`src/rtl/conv_frame_encoder.sv`:
```
`default_nettype none
// ============================================================================
// Module  : conv_frame_encoder
// Purpose : Streaming frame encoder. Appends CRC-16 (when CONV_FRAME_CRC_EN is
//           defined) and applies rate-1/2 convolutional coding with zero tail.
// Rev     : 1.0
// ============================================================================
module conv_frame_encoder #(
    parameter int            FRAME_BITS = 32,
    parameter int            K          = 3,
    parameter logic [K-1:0]  G0         = 3'b111,
    parameter logic [K-1:0]  G1         = 3'b101,
    parameter logic [15:0]   CRC_POLY   = 16'h8005,
    parameter logic [15:0]   CRC_INIT   = 16'hFFFF
) (
    input  logic        clk,
    input  logic        reset,
    input  logic        in_valid,
    output logic        in_ready,
    input  logic        in_bit,
    output logic        out_valid,
    input  logic        out_ready,
    output logic [1:0]  out_sym,
    output logic        out_last,
    output logic        frame_done,
    output logic [15:0] crc_value,
    output logic        busy
);

    localparam int CW = 12;

    typedef enum logic [1:0] {
        ST_DATA = 2'd0,
        ST_CRC  = 2'd1,
        ST_TAIL = 2'd2
    } state_t;

`ifdef CONV_FRAME_CRC_EN
    localparam state_t ST_AFTER_DATA = ST_CRC;
    logic [15:0] r_crc;
    logic [15:0] w_crc_base;
    logic        w_crc_fb;
`else
    localparam state_t ST_AFTER_DATA = ST_TAIL;
`endif

    state_t          r_state, w_state_nxt;
    logic [CW-1:0]   r_bit_cnt, w_bit_cnt_nxt;
    logic [K-2:0]    r_s;
    logic            r_out_valid;
    logic            r_out_last;
    logic [1:0]      r_out_sym;
    logic            w_out_free;
    logic            w_fed;
    logic            w_u;
    logic            w_adv;
    logic            w_tail_end;
    logic [K-1:0]    w_win;

    always_comb begin
        w_out_free    = !r_out_valid || out_ready;
        w_fed         = 1'b1;
        w_u           = 1'b0;
        w_state_nxt   = r_state;
        w_bit_cnt_nxt = r_bit_cnt + CW'(1);
        w_tail_end    = 1'b0;
        case (r_state)
            ST_DATA: begin
                w_fed = in_valid;
                w_u   = in_bit;
                if (r_bit_cnt == CW'(FRAME_BITS - 1)) begin
                    w_state_nxt   = ST_AFTER_DATA;
                    w_bit_cnt_nxt = '0;
                end
            end
`ifdef CONV_FRAME_CRC_EN
            ST_CRC: begin
                w_u = r_crc[15];
                if (r_bit_cnt == CW'(15)) begin
                    w_state_nxt   = ST_TAIL;
                    w_bit_cnt_nxt = '0;
                end
            end
`endif
            ST_TAIL: begin
                if (r_bit_cnt == CW'(K - 2)) begin
                    w_state_nxt   = ST_DATA;
                    w_bit_cnt_nxt = '0;
                    w_tail_end    = 1'b1;
                end
            end
            default: begin
                w_fed         = 1'b0;
                w_state_nxt   = ST_DATA;
                w_bit_cnt_nxt = '0;
            end
        endcase
        w_adv = w_fed && w_out_free;
        w_win = {w_u, r_s};
    end

    // A beat only moves when the output register can take the new symbol.
    always_ff @(posedge clk) begin
        if (reset) begin
            r_state     <= ST_DATA;
            r_bit_cnt   <= '0;
            r_s         <= '0;
            r_out_valid <= 1'b0;
            r_out_sym   <= 2'b00;
            r_out_last  <= 1'b0;
        end else if (w_adv) begin
            r_state     <= w_state_nxt;
            r_bit_cnt   <= w_bit_cnt_nxt;
            r_s         <= w_tail_end ? '0 : w_win[K-1:1];
            r_out_valid <= 1'b1;
            r_out_sym   <= {^(w_win & G1), ^(w_win & G0)};
            r_out_last  <= w_tail_end;
        end else if (out_ready) begin
            r_out_valid <= 1'b0;
            r_out_last  <= 1'b0;
        end
    end

`ifdef CONV_FRAME_CRC_EN
    always_comb begin
        w_crc_base = (r_bit_cnt == '0) ? CRC_INIT : r_crc;
        w_crc_fb   = in_bit ^ w_crc_base[15];
    end

    // In the CRC state the register doubles as the shift-out source.
    always_ff @(posedge clk) begin
        if (reset) begin
            r_crc <= CRC_INIT;
        end else if (w_adv) begin
            if (r_state == ST_DATA) begin
                r_crc <= {w_crc_base[14:0], 1'b0} ^ (w_crc_fb ? CRC_POLY : 16'h0000);
            end else if (r_state == ST_CRC) begin
                r_crc <= {r_crc[14:0], 1'b0};
            end
        end
    end

    assign crc_value = r_crc;
`else
    logic w_unused_crc_cfg;
    assign w_unused_crc_cfg = ^{CRC_POLY, CRC_INIT};
    assign crc_value        = 16'h0000;
`endif

    assign in_ready   = (r_state == ST_DATA) && w_out_free;
    assign out_valid  = r_out_valid;
    assign out_sym    = r_out_sym;
    assign out_last   = r_out_last;
    assign frame_done = r_out_valid && out_ready && r_out_last;
    assign busy       = (r_state != ST_DATA) || (r_bit_cnt != '0) || r_out_valid;

endmodule
`default_nettype wire

```
`config.mk`:
```
export PLATFORM = sky130hd
export DESIGN_NAME = conv_frame_encoder
export DESIGN_NICKNAME = d
export VERILOG_FILES = /design/src/rtl/conv_frame_encoder.sv
export SDC_FILE = /design/constraint.sdc
export NUM_CORES = 1
export LEC_CHECK = 0
export CORE_ASPECT_RATIO = 0.9
export CORE_UTILIZATION = 52
export CTS_BUF_LIST = sky130_fd_sc_hd__clkbuf_8 sky130_fd_sc_hd__clkbuf_16
export CTS_CLUSTER_DIAMETER = 150
export DETAILED_ROUTE_END_ITERATION = 6
export GPL_ROUTABILITY_DRIVEN = 1
export PLACE_DENSITY = 0.84
export RECOVER_POWER = 100
export SETUP_SLACK_MARGIN = 0.1
export SLEW_MARGIN = 20
export SYNTH_ARGS = -nofsm -noshare
export SYNTH_HDL_FRONTEND = slang
export SYNTH_SLANG_ARGS = --single-unit
```
`constraint.sdc`:
```
create_clock -name clk -period 3.5 [get_ports clk]
set_input_delay 0.525 -clock clk [delete_from_list [all_inputs] [get_ports clk]]
set_output_delay 0.525 -clock clk [all_outputs]
set_load 0.1 [all_outputs]
```
==> results.py, run 1 <==
metrics = {
    "synthesis": {
        "synthesis.yosys.warnings": 0,
        "synthMuxAreaShare_pct": 0,
        "yosys.area_share.simple_pct": 29.31,
        "synth_xor_area_share_pct": 6.264,
        "yosysTopAreaCell": "dfxtp_1",
        "netlist.area_leader.share_pct": 34.00,
        "synthCells": 131,
        "netlist_area_um2": 1119,
        "synth_top_family_by_area": "simple AND/OR/NAND/NOR gates",
        "syn_avg_cell_area_um2": 8.539,
        "synth_area_leaders": "dfxtp_1 (34%), buf_4 (11%), a21oi_1 (4.0%)",
        "synth_compound_area_share_pct": 12.64,
        "synth_fa_ha_area_share_pct": 3.356,
        "synth_seq_area_share_pct": 34.00,
        "synthDistinctLibCells": 41,
        "ys_ff_latch": 19,
    },
    "pwr": {
        "powerDensity_nw_per_um2": 446.2,
        "ir_drop_uv": 281.6,
        "leakagePower_nw": 0.4702,
    },
    "run": {
        "cap_violations": 0,
    },
    "detailed_routing": {
        "drtPass1Iterations": 4,
        "drtIter0Drc": 30,
        "wl_per_cell_um": 12.96,
        "via_per_inst": 5.581,
        "drt.antenna.violating_nets": 0,
        "num_vias": 932,
        "drc": 0,
        "wl_um": 2165,
    },
    "placement": {
        "place_hpwl_um": 1546,
        "placed_cells": 163,
        "place.gp.congestion": 0.8897,
        "io_buffers": 11,
    },
    "cells_and_area": {
        "area_delta_synth_final_pct": 6.824,
        "nets": 151,
        "final_util_pct": 60.63,
        "most-common-layout-cells": "dfxtp_1 (19), conb_1 (16), nand2_1 (11), nor2_1 (11), a21oi_1 (9)",
        "stdcell_count": 167,
        "fillers": 174,
        "drive_gt1_share_pct": 7.746,
        "final_common_cell": "dfxtp_1",
        "antennaDiodeCount": 0,
    },
    "global_route": {
        "grt_max_degree": 12,
        "grt_overflow_total": 0,
        "grt_pass1_vias": 841,
        "grt_usage_pct": 20.29,
        "grt_antenna_before_repair": 0,
        "grt_pass1_wl_um": 3546,
    },
    "worst_setup_path": {
        "ff2ff_setup_slack_ns": 1.14,
        "end_kind": "output pin",
        "cp.arrival_ns": 2.40,
        "cp-start-kind": "flop",
        "crit_required_ns": 2.97,
        "path_class": "flop to output pin",
        "path_max_fanout": 5,
        "r2r_cells": 5,
        "regToRegStartpoint": "r_bit_cnt[0]",
        "regToRegEndpoint": "r_bit_cnt[6]",
    },
    "die": {
        "die_w_um": 50.89,
        "ios": 28,
        "die_h_um": 46,
        "row_count": 15,
        "die_area_um2": 2341,
        "start_util_pct": 56.76,
        "coreArea_um2": 1971,
    },
    "sta": {
        "relSlewSlack_pct": 22.53,
        "rsz0062_at_grt": "no",
        "finalSetupViolCount": 0,
        "period_minus_slack_ns": 2.929,
        "hold_viol": 0,
        "max_freq_mhz": 341.4,
        "tightest_slew_ns": 1.167,
        "setup_tns_ns": 0,
        "fin_crit_sh_pct": 83.69,
        "drv_slew": 0,
        "clock_skew_ns": 0.003891,
    },
    "cts": {
        "cts_root_buf": "clkbuf_8",
        "tritoncts": "yes",
        "clock_latency_ns": 0.25,
        "cts-htree-levels": 1,
        "cts.clk_slew.worst_paths_ns": 0.07,
        "post_cts_buffers": 0,
        "cts_resized": 0,
        "cts_buffer_depth": 2,
        "cts_buffers": 3,
        "holdBufCountCts": 0,
        "cts_sinks": 19,
    },
    "min_path": {
        "hold_path_depth": 2,
        "holdPathEnd": "r_s[0]",
        "hp-start": "r_s[0]",
        "hp-class": "flop to flop",
    },
    "status": {
        "status": "finished, final reports clean",
    },
}
-- worst max path at each step --
stage	from	end	cells past startpoint
2_1_floorplan	out_valid	in_ready	3
3_3_place_gp	r_bit_cnt[5]	busy	5
3_5_place_dp	r_bit_cnt[5]	busy	5
4_1_cts	r_bit_cnt[5]	busy	5
5_1_grt	r_bit_cnt[5]	busy	5
6_report	r_bit_cnt[5]	busy	5
-- stage by stage --
step,instance area (um^2),hold slack [ns],power (W),worst slack (ns)
2_1_floorplan,1175,0.4481,0.0003819,0.6743
3_3_place_gp,1172,0.4557,0.0003878,0.9364
3_5_place_dp,1172,0.4667,0.0003896,0.8960
4_1_cts,1219,0.4769,0.0005388,0.5202
5_1_grt,1195,0.5103,0.0005506,0.4348
6_report,1195,0.4754,0.0005331,0.5709
-- area by class of cell --
| type | count | area [um^2] | share of cell area (%) |
|---|---|---|---|
| Clock buffer | 3 | 41.29 | 3.455 |
| Clock inverter | 1 | 5.005 | 0.4188 |
| Inverter | 3 | 11.26 | 0.9424 |
| Multi-Input combinational cell | 104 | 624.3 | 52.25 |
| Sequential cell | 19 | 380.4 | 31.83 |
| Tap cell | 25 | 31.28 | 2.618 |
| Timing Repair Buffer | 12 | 101.3 | 8.482 |
-- worst max-delay path: stages (launching register included) --
cell and delay, ns:
dfxtp_1 0.36, nor4_1 0.43, nand2_1 0.22, nor2_1 0.13
nand3_1 0.08, dlygate4sd3_1 0.93
-- power by group --
group,switching [W],leakage (nW),total (W),internal (W)
logic,0.000134,0.290,0.000154,0.0000197
clock network,0.0000736,0.0255,0.000153,0.0000791
registers,0.00000491,0.154,0.000227,0.000222
-- logic make-up (layout without fill, tap and decap cells) --
logic type	Yosys count	count (layout)
AND/OR/NAND/NOR	56	56
buffers and inverters	23	19
adder cells (fa/ha/maj)	3	3
flip-flops	19	19
XOR/XNOR	8	8
other	1	16
AO/OA/AOI/OAI	21	21
-- state kept, by name, indices dropped and copies added (netlist names) --
name / count
out_valid: 1
r_bit_cnt: 12
r_s: 2
out_sym: 2
r_state: 1
out_last: 1
-- cells in the mapped netlist (all sizes together) --
cell type,instances
inv,3
nor2b,2
conb,1
nand4,3
and4b,1
and4,1
or4,3
clkbuf,1
buf,19
nand3b,2
nor3b,1
nand2,11
dfxtp,19
o211a,1
and2,1
nor3,3
and3,2
a21oi,10
o21ai,2
nor2,12
nor4,4
ha,3
or2b,1
o31ai,5
xnor2,5
or3,3
xor2,3
o211ai,2
nand3,5
nor4b,1
o32a,1
-- per-layer routing --
metal	up-vias	wire, um	track usage, %
met5	-	0	0
met4	0	22	8.889
met3	4	106	3.000
met2	36	1102	34.13
met1	439	934	26.10
li1	453	-	-
Note: power is estimated with default switching activity, not from simulation.
==> inputs of run 2 (changes only) <==
Settings changed: CORE_UTILIZATION 52 to 48, PLACE_DENSITY 0.84 to 0.78.
Clock period 3.5 ns to 2.9 ns, I/O delays scaled along.
==> run 2 against run 1 <==
Global-route usage fell by 2.3 points. Sequential share of layout area up 0.61 points. Sequential power rose by 21%. Register-to-register slack worse by 0.24 ns. Critical path depth decreased by 2. Worst hold slack worse by 0.0069 ns. Clock power up 14%. Clock skew fell by 0.0024 ns. First-iteration DRC count increased by 6.7%. Design area is 1.9% lower. Cell count grew 1.2%. Critical path type is now input port to output pin. Largest cell class unchanged. Largest power group unchanged.
==> results.py, run 2 (same netlist as run 1, synthesis figures left out) <==
metrics = {
    "cts": {
        "cts_root_buf": "clkbuf_8",
        "holdBufCountCts": 0,
        "cts_sinks": 19,
        "tritoncts": "yes",
        "cts_resized": 0,
        "cts_buffers": 3,
        "cts-htree-levels": 1,
        "clock_latency_ns": 0.25,
        "cts_buffer_depth": 2,
        "post_cts_buffers": 0,
        "cts.clk_slew.worst_paths_ns": 0.07,
    },
    "worst_setup_path": {
        "path_max_fanout": 4,
        "cp_slowest_cell": "clkbuf_1",
        "regToRegEndpoint": "r_bit_cnt[10]",
        "worst-path-buf-inv": 2,
        "critPathTopFamily": "buffers and inverters",
        "ff2ff_setup_slack_ns": 0.90,
        "cp-start-kind": "input port",
        "regToRegStartpoint": "r_bit_cnt[0]",
        "end_kind": "output pin",
        "path_class": "input port to output pin",
        "r2r_cells": 5,
        "crit_required_ns": 2.47,
        "slowest_delay_ns": 0.86,
        "cp.arrival_ns": 2.08,
        "path_cells": "dlygate4sd3_1, and3_2, clkbuf_1",
    },
    "die": {
        "coreArea_um2": 2182,
        "ios": 28,
        "row_count": 16,
        "die_area_um2": 2528,
        "die_w_um": 52.89,
        "die_h_um": 47.80,
        "start_util_pct": 51.26,
    },
    "global_route": {
        "grt_usage_pct": 18.01,
        "grt_pass1_wl_um": 3215,
        "grt_antenna_before_repair": 0,
        "grt_max_degree": 11,
        "grt_overflow_total": 0,
        "grt_pass1_vias": 761,
    },
    "pwr": {
        "ir_drop_uv": 310.8,
        "power_w": 0.0006300,
        "powerDensity_nw_per_um2": 537.4,
        "seqPwrFrac_pct": 43.5,
        "switching_power_w": 0.0002482,
        "p_clk_share_pct": 27.7,
        "p_int_w": 0.0003818,
        "sw_frac_of_total_pct": 39.40,
        "pwr-share-comb_pct": 28.8,
        "leakagePower_nw": 0.4562,
    },
    "cells_and_area": {
        "final_common_cell": "dfxtp_1",
        "stdcell_count": 169,
        "antennaDiodeCount": 0,
        "largest_reg_flops": 12,
        "top_register": "r_bit_cnt",
        "nets": 151,
        "drive_gt1_share_pct": 9.155,
        "most-common-layout-cells": "dfxtp_1 (19), conb_1 (16), nand2_1 (11), nor2_1 (11), a21oi_1 (9)",
        "area_delta_synth_final_pct": 4.809,
    },
    "detailed_routing": {
        "wl_um": 2141,
        "num_vias": 917,
        "drtPass1Iterations": 4,
        "wl_per_cell_um": 12.67,
        "drt.antenna.violating_nets": 0,
        "via_per_inst": 5.426,
        "drtIter0Drc": 32,
        "drc": 0,
    },
    "sta": {
        "fin_crit_sh_pct": 86.81,
        "period_minus_slack_ns": 2.517,
        "finalSetupViolCount": 0,
        "drv_slew": 0,
        "clock_skew_ns": 0.001463,
        "hold_viol": 0,
        "tightest_slew_ns": 1.166,
        "setup_tns_ns": 0,
        "max_freq_mhz": 397.2,
        "relSlewSlack_pct": 22.57,
        "rsz0062_at_grt": "no",
    },
    "placement": {
        "place_hpwl_um": 1633,
        "io_buffers": 11,
        "placed_cells": 165,
        "place.gp.congestion": 0.8668,
    },
    "min_path": {
        "hold_path_depth": 2,
        "hp-class": "flop to flop",
        "holdPathEnd": "out_sym[0]",
        "hp-start": "out_sym[0]",
    },
    "status": {
        "status": "finished, final reports clean",
    },
    "run": {
        "cap_violations": 0,
    },
}
-- run 2: metrics by stage --
stage | instance area, um^2 | util, % | hold slack [ns] | worst slack, ns
after floorplan | 1175 | - | 0.4481 | 0.1643
after global placement | 1162 | 53.27 | 0.4565 | 0.6697
after global routing | 1172 | 53.73 | 0.4945 | 0.3608
final | 1172 | 53.73 | 0.4685 | 0.3826
after CTS | 1207 | 55.33 | 0.4742 | 0.7245
after detailed placement | 1162 | 53.27 | 0.4645 | 0.4726
-- run 2: how the worst max path moves through the flow --
stage,from,to,cells past startpoint
6_report,out_ready,frame_done,3
5_1_grt,out_ready,frame_done,3
4_1_cts,r_bit_cnt[5],busy,5
3_5_place_dp,out_ready,r_bit_cnt[5],5
3_3_place_gp,out_ready,r_bit_cnt[10],5
2_1_floorplan,out_valid,in_ready,3
-- run 2: tightest hold or removal path, delay by kind of cell, from the launching register on --
family / cells / cell delay (ns)
flip-flops: 1 / 0.31
AND/OR/NAND/NOR: 1 / 0.06
AO/OA/AOI/OAI: 1 / 0.06
-- run 2: power by group through the flow --
stage          Combinational [W]  Clock, W  Sequential [W]
2_1_floorplan           0.000158         0        0.000303
3_3_place_gp            0.000186         0        0.000280
3_5_place_dp            0.000188         0        0.000280
4_1_cts                 0.000188  0.000181        0.000274
5_1_grt                 0.000189  0.000194        0.000275
6_report                0.000181  0.000175        0.000274
-- run 2: final cells by class --
type | count | area, um^2
clock buffer | 3 | 41.29
multi-input combinational | 104 | 629.4
clock inverter | 1 | 3.754
timing repair buffer | 12 | 72.57
fill | 218 | 1010
tap | 27 | 33.78
sequential | 19 | 380.4
inverter | 3 | 11.26
-- run 2: routing by layer --
metal	track usage, %	routed length [um]	vias to the layer above
met5	0	0	-
met4	8.947	33	0
met3	6.032	137	4
met2	28.86	1029	38
met1	21.93	942	418
li1	-	-	457
